[config.mk]
export PLATFORM = sky130hd
export DESIGN_NAME = rgb_hsv_classifier_pipe
export DESIGN_NICKNAME = d
export VERILOG_FILES = /design/src/rtl/rgb_hsv_classifier_pipe.sv
export SDC_FILE = /design/constraint.sdc
export NUM_CORES = 1
export LEC_CHECK = 0
export CAP_MARGIN = 10
export CORE_MARGIN = 2
export CORE_UTILIZATION = 65
export CTS_CLUSTER_DIAMETER = 50
export DETAILED_ROUTE_END_ITERATION = 6
export PLACE_DENSITY = 0.83
export SLEW_MARGIN = 20
export SYNTH_ARGS = -nofsm -noshare
export SYNTH_HDL_FRONTEND = slang
export SYNTH_SLANG_ARGS = --single-unit
[constraint.sdc]
create_clock -name clk -period 70 [get_ports clk]
set_input_delay 14 -clock clk [delete_from_list [all_inputs] [get_ports clk]]
set_output_delay 14 -clock clk [all_outputs]
set_load 0.02 [all_outputs]
[src/rtl/rgb_hsv_classifier_pipe.sv]
// Three-stage RGB -> S/V converter with red/green pixel classifier and per-frame verdict.
// Optional hue output enabled by defining HSV_HUE_OUT_EN.
module rgb_hsv_classifier_pipe #(
  parameter int R_W       = 5,
  parameter int G_W       = 6,
  parameter int B_W       = 5,
  parameter int OUT_W     = 8,
  parameter int CNT_W     = 19,
  parameter int GRN_R_MAX = 120,
  parameter int GRN_G_MIN = 180,
  parameter int GRN_B_MAX = 120,
  parameter int RED_R_MIN = 190,
  parameter int RED_G_MAX = 100,
  parameter int RED_B_MAX = 100,
  parameter int MIN_PIX   = 64
) (
  input  logic             clk,
  input  logic             reset_n,
  input  logic             in_valid,
  input  logic             in_sof,
  input  logic             in_eof,
  input  logic [R_W-1:0]   r_data,
  input  logic [G_W-1:0]   g_data,
  input  logic [B_W-1:0]   b_data,
  output logic             out_valid,
  output logic [1:0]       r_g_decision,
  output logic [OUT_W-1:0] s_data,
  output logic [OUT_W-1:0] v_data,
  output logic             frame_valid,
  output logic [1:0]       frame_decision,
  output logic [CNT_W-1:0] red_cnt,
  output logic [CNT_W-1:0] green_cnt
`ifdef HSV_HUE_OUT_EN
  ,
  output logic [OUT_W-1:0] h_data
`endif
);

  typedef enum logic [1:0] {CLS_RED = 2'd0, CLS_GREEN = 2'd1, CLS_NONE = 2'd2} cls_t;
  typedef enum logic {IDLE, ACCUM} state_t;

  localparam int R_REP = OUT_W / R_W + 1;
  localparam int G_REP = OUT_W / G_W + 1;
  localparam int B_REP = OUT_W / B_W + 1;
  localparam int MW    = 2 * OUT_W;
  localparam int CMP_W = (CNT_W > 32) ? CNT_W : 32;

  localparam logic [OUT_W-1:0] GRN_R_LIM = OUT_W'(GRN_R_MAX);
  localparam logic [OUT_W-1:0] GRN_G_LIM = OUT_W'(GRN_G_MIN);
  localparam logic [OUT_W-1:0] GRN_B_LIM = OUT_W'(GRN_B_MAX);
  localparam logic [OUT_W-1:0] RED_R_LIM = OUT_W'(RED_R_MIN);
  localparam logic [OUT_W-1:0] RED_G_LIM = OUT_W'(RED_G_MAX);
  localparam logic [OUT_W-1:0] RED_B_LIM = OUT_W'(RED_B_MAX);
  localparam logic [CMP_W-1:0] MIN_LIM   = CMP_W'(MIN_PIX);

  // MSB replication: repeat the channel and keep the top OUT_W bits
  logic [R_REP*R_W-1:0] r_rep;
  logic [G_REP*G_W-1:0] g_rep;
  logic [B_REP*B_W-1:0] b_rep;
  assign r_rep = {R_REP{r_data}};
  assign g_rep = {G_REP{g_data}};
  assign b_rep = {B_REP{b_data}};

  // Stage 1
  logic             v1, sof1, eof1;
  logic [OUT_W-1:0] r1, g1, b1;

  always_ff @(posedge clk or negedge reset_n) begin
    if (!reset_n) begin
      v1 <= 1'b0; sof1 <= 1'b0; eof1 <= 1'b0;
      r1 <= '0;   g1 <= '0;     b1 <= '0;
    end else begin
      v1   <= in_valid;
      sof1 <= in_valid & in_sof;
      eof1 <= in_valid & in_eof;
      if (in_valid) begin
        r1 <= r_rep[R_REP*R_W-1 -: OUT_W];
        g1 <= g_rep[G_REP*G_W-1 -: OUT_W];
        b1 <= b_rep[B_REP*B_W-1 -: OUT_W];
      end
    end
  end

  // Stage 2
  logic [OUT_W-1:0] mx1, mn1;
  cls_t             cls1;

  always_comb begin
    mx1 = r1;
    if (g1 > mx1) mx1 = g1;
    if (b1 > mx1) mx1 = b1;
    mn1 = r1;
    if (g1 < mn1) mn1 = g1;
    if (b1 < mn1) mn1 = b1;
    if (r1 <= GRN_R_LIM && g1 >= GRN_G_LIM && b1 <= GRN_B_LIM)
      cls1 = CLS_GREEN;
    else if (r1 >= RED_R_LIM && g1 <= RED_G_LIM && b1 <= RED_B_LIM)
      cls1 = CLS_RED;
    else
      cls1 = CLS_NONE;
  end

  logic             v2, sof2, eof2;
  logic [OUT_W-1:0] mx2, mn2;
  cls_t             cls2;
`ifdef HSV_HUE_OUT_EN
  logic [OUT_W-1:0] r2, g2, b2;
`endif

  always_ff @(posedge clk or negedge reset_n) begin
    if (!reset_n) begin
      v2 <= 1'b0; sof2 <= 1'b0; eof2 <= 1'b0;
      mx2 <= '0;  mn2 <= '0;    cls2 <= CLS_NONE;
`ifdef HSV_HUE_OUT_EN
      r2 <= '0; g2 <= '0; b2 <= '0;
`endif
    end else begin
      v2   <= v1;
      sof2 <= v1 & sof1;
      eof2 <= v1 & eof1;
      if (v1) begin
        mx2  <= mx1;
        mn2  <= mn1;
        cls2 <= cls1;
`ifdef HSV_HUE_OUT_EN
        r2 <= r1; g2 <= g1; b2 <= b1;
`endif
      end
    end
  end

  // Stage 3: saturation divide at full 2*OUT_W precision
  logic [OUT_W-1:0] d2, s2;
  logic [MW-1:0]    s_num, s_den, s_quo;

  always_comb begin
    d2    = mx2 - mn2;
    s_num = MW'(d2) * MW'({OUT_W{1'b1}});
    s_den = (mx2 == '0) ? MW'(1) : MW'(mx2);
    s_quo = s_num / s_den;
    s2    = (mx2 == '0) ? '0 : s_quo[OUT_W-1:0];
  end

`ifdef HSV_HUE_OUT_EN
  localparam int HW = MW + 2;
  localparam logic signed [HW-1:0] K43 = HW'(43);
  logic signed [HW-1:0] h_dif, h_num, h_den, h_quo;
  logic [OUT_W-1:0]     h_base, h2;

  always_comb begin
    if (mx2 == r2) begin
      h_dif  = $signed(HW'(g2)) - $signed(HW'(b2));
      h_base = OUT_W'(0);
    end else if (mx2 == g2) begin
      h_dif  = $signed(HW'(b2)) - $signed(HW'(r2));
      h_base = OUT_W'(85);
    end else begin
      h_dif  = $signed(HW'(r2)) - $signed(HW'(g2));
      h_base = OUT_W'(171);
    end
    h_num = h_dif * K43;
    h_den = (d2 == '0) ? HW'(1) : $signed(HW'(d2));
    h_quo = h_num / h_den;
    h2    = (d2 == '0) ? '0 : h_base + h_quo[OUT_W-1:0];
  end
`endif

  logic sof3, eof3;

  always_ff @(posedge clk or negedge reset_n) begin
    if (!reset_n) begin
      out_valid <= 1'b0; sof3 <= 1'b0; eof3 <= 1'b0;
      r_g_decision <= CLS_NONE;
      s_data <= '0; v_data <= '0;
`ifdef HSV_HUE_OUT_EN
      h_data <= '0;
`endif
    end else begin
      out_valid <= v2;
      sof3      <= v2 & sof2;
      eof3      <= v2 & eof2;
      if (v2) begin
        r_g_decision <= cls2;
        s_data       <= s2;
        v_data       <= mx2;
`ifdef HSV_HUE_OUT_EN
        h_data       <= h2;
`endif
      end
    end
  end

  // Frame accumulation on the output pixel stream
  state_t           state, state_nx;
  logic [CNT_W-1:0] red_acc, grn_acc, red_nx, grn_nx;
  logic             is_red, is_grn, count_en, close;
  logic [CMP_W-1:0] red_w, grn_w;
  cls_t             verdict;

  always_comb begin
    state_nx = state;
    if (out_valid) begin
      if (sof3)
        state_nx = eof3 ? IDLE : ACCUM;
      else if (state == ACCUM && eof3)
        state_nx = IDLE;
    end
  end

  always_comb begin
    is_red   = (r_g_decision == CLS_RED);
    is_grn   = (r_g_decision == CLS_GREEN);
    count_en = out_valid & (sof3 | (state == ACCUM));
    close    = count_en & eof3;
    // sof loads the pixel's own class instead of clearing then adding
    if (sof3) begin
      red_nx = CNT_W'(is_red);
      grn_nx = CNT_W'(is_grn);
    end else begin
      red_nx = (red_acc == '1) ? red_acc : red_acc + CNT_W'(is_red);
      grn_nx = (grn_acc == '1) ? grn_acc : grn_acc + CNT_W'(is_grn);
    end
    red_w = CMP_W'(red_nx);
    grn_w = CMP_W'(grn_nx);
    if (red_w >= MIN_LIM && red_w > grn_w)
      verdict = CLS_RED;
    else if (grn_w >= MIN_LIM && grn_w > red_w)
      verdict = CLS_GREEN;
    else
      verdict = CLS_NONE;
  end

  always_ff @(posedge clk or negedge reset_n) begin
    if (!reset_n) state <= IDLE;
    else          state <= state_nx;
  end

  always_ff @(posedge clk or negedge reset_n) begin
    if (!reset_n) begin
      red_acc <= '0; grn_acc <= '0;
      frame_valid <= 1'b0;
      frame_decision <= CLS_NONE;
      red_cnt <= '0; green_cnt <= '0;
    end else begin
      frame_valid <= close;
      if (count_en) begin
        red_acc <= red_nx;
        grn_acc <= grn_nx;
      end
      if (close) begin
        red_cnt        <= red_nx;
        green_cnt      <= grn_nx;
        frame_decision <= verdict;
      end
    end
  end

endmodule

==> impl_metrics.json <==
{
  "r2r_slack_ps": 29780,
  "cts_buffers": 17,
  "critPathCapture": "s_data[0]",
  "start_kind": "flip-flop",
  "nets": 2076,
  "grt_antenna_before_repair": 0,
  "synth_ff_type": "dfrtp_1",
  "syn_area_um2": 15000,
  "status": "completed",
  "rsz0062_at_grt": "false",
  "synth_cells": 1780,
  "num_vias": 13617,
  "setup_viol": 0,
  "overflow": 0,
  "whs_ps": 448,
  "grt_max_degree": 75,
  "finClkSkew_ps": 10.5,
  "slew_viol_final": 0,
  "worstMarginPinSlew_ps": 946,
  "setup_tns_ps": 0,
  "drtIter0Drc": 1011,
  "required_ps": 70290,
  "clock-sinks": 141,
  "yosysMostFrequentCell": "nand2_1",
  "maxSlewHeadroom_pct": 36.5,
  "yosysTopAreaCellShare_pct": 23.1,
  "die_area_um2": 24200,
  "drive_above_1_share_pct": 7.68,
  "synthTopCellsByArea": "dfrtp_1 (23%), ha_1 (16%), nand2_1 (5.1%)",
  "core.rowCount": 55,
  "drc_errors": 0,
  "port_buffers": 80,
  "crit-reg2reg-launch": "mx2[0]",
  "routabilityCongestion": 0.911,
  "dp_hpwl_um": 29000,
  "grt_usage_pct": 32.6,
  "critPathCaptureType": "flip-flop",
  "synth_top_cell_by_area": "dfrtp_1",
  "post-route-period-util_pct": 57.5,
  "crit_fanout": 20,
  "die_w_um": 156,
  "crit_path_top_delay_cell": "nor3_2",
  "cp-startpoint": "mx2[0]",
  "grt_pass1_vias": 13233,
  "max_stage_delay_ps": 790,
  "antenna_cells": 0,
  "yosys_warnings": 0,
  "core_um2": 22600,
  "clockBufferDepth": 2,
  "fmax_mhz": 24.9,
  "crit_top_cell": "o21a_1",
  "ys_types": 102,
  "r2r_end": "s_data[0]",
  "viasPerCell": 6.38,
  "ys_ff_latch": 141,
  "cts_root_buf": "clkbuf_16",
  "htree_levels": 4,
  "synth-edff-count": 0,
  "ys_top_cells_by_count": "nand2_1 (202), ha_1 (195), o21ai_0 (142)",
  "period_needed_ps": 40220,
  "grt_first_pass_wirelength_um": 64400,
  "clock_latency_ps": 430,
  "criticalPathCategory": "reg2reg",
  "wirelength_um": 38800,
  "initial_utilization_pct": 66.1,
  "synth-async-reset-ratio_pct": 100,
  "cts_resized": 0,
  "r2r_cells": 163,
  "routedWlPerCell_um": 18.2,
  "die_y_um": 156,
  "detail-route-antenna-nets": 0,
  "hold_buffers": 0,
  "io_pins": 81,
  "drt-pass1-iter-count": 7,
  "max_cap_viol_count": 0,
  "hold_viol": 0,
  "area_delta_synth_final_pct": 11.5,
  "syn_nets": 2018,
  "yosysSeqAreaShare_pct": 23.6,
  "postCtsSetupRepairBufs": 0,
  "min_path_type": "reg2reg",
  "cts_tree": "built",
  "clk_pin_slew_ps": 60,
  "syn_avg_cell_area_um2": 8.40,
  "crit_arrival_ps": 40500
}
## worst min path at each step
stage	from	end	slack, ps	cells after the start
after global placement	eof3	state	430	1
final	eof3	state	450	1
after global routing	sof2	sof3	480	1
after detailed placement	sof2	sof3	440	1
after CTS	eof3	state	440	1
after floorplan	v1	v2	350	0
## worst max-delay path: cells and delay by family, from the launching register on
kind | cells | cell delay, ps
adder cells (fa/ha/maj) | 22 | 7460
multiplexers | 5 | 1700
AND/OR/NAND/NOR | 47 | 10850
AO/OA/AOI/OAI | 84 | 18640
flip-flops | 1 | 370
buffers and inverters | 2 | 150
XOR/XNOR | 3 | 860
## flip-flops by register name (all words and copies together), names as in the netlist, 2 cells and up
name            count
s_data              8
g1                  6
mx2                 8
red_acc            19
frame_decision      2
green_cnt          19
v_data              8
red_cnt            19
r_g_decision        2
grn_acc            19
b1                  5
cls2                2
r1                  5
mn2                 8
## placed cells by master, fill, tap and decap left out, types with 39 or more instances in the layout
master and instances:
nor2_1 112, nor3_1 48, xor2_1 39, o21ai_0 141
ha_1 195, xnor2_1 56, a21o_1 49, clkdlybuf4s50_1 79
dfrtp_1 138, o21a_1 56, inv_1 111, mux2_2 40
a21oi_1 90, nand2_1 202
## cell families after synthesis
family,share of synthesized area [%]
xor gates and xnor gates,5.56
and+or+nand+nor,19.8
AOI/OAI and AO/OA,22.0
adders and majority gates,19.3
muxes,5.44
buffers and inverters,4.24
DFF,23.6
## final cells by class
type                    instances  area [um^2]
clock buffers                  19          443
clock inverters                12          233
fillers                      1699         5960
inverters                     113          424
multi-input cells            1475        10800
flip-flops and latches        141         3530
well taps                     285          357
repair buffers                 90          877
## routing by layer
metal / vias up / GRT usage [%] / share of wire (%)
met5: - / 0 / 0
met3: 90 / 4.53 / 6.6
met2: 538 / 53.6 / 46
met1: 6425 / 44.0 / 45
li1: 6564 / - / -
met4: 0 / 12.2 / 2.7
## stage by stage
step | cells | cell area, um^2 | utilization [%] | setup WS, ps
6_report | 2135 | 16700 | 73.7 | 29780
5_1_grt | 2135 | 16700 | 73.7 | 26690
4_1_cts | 2135 | 16700 | 73.6 | 30230
3_5_place_dp | 2104 | 16000 | 70.6 | 30500
3_3_place_gp | 2104 | 16000 | 70.6 | 32230
2_1_floorplan | 1780 | 15000 | - | 35200
Power is not shown: default switching activity piles up to over one toggle a cycle in this logic, so the estimate is an artifact.
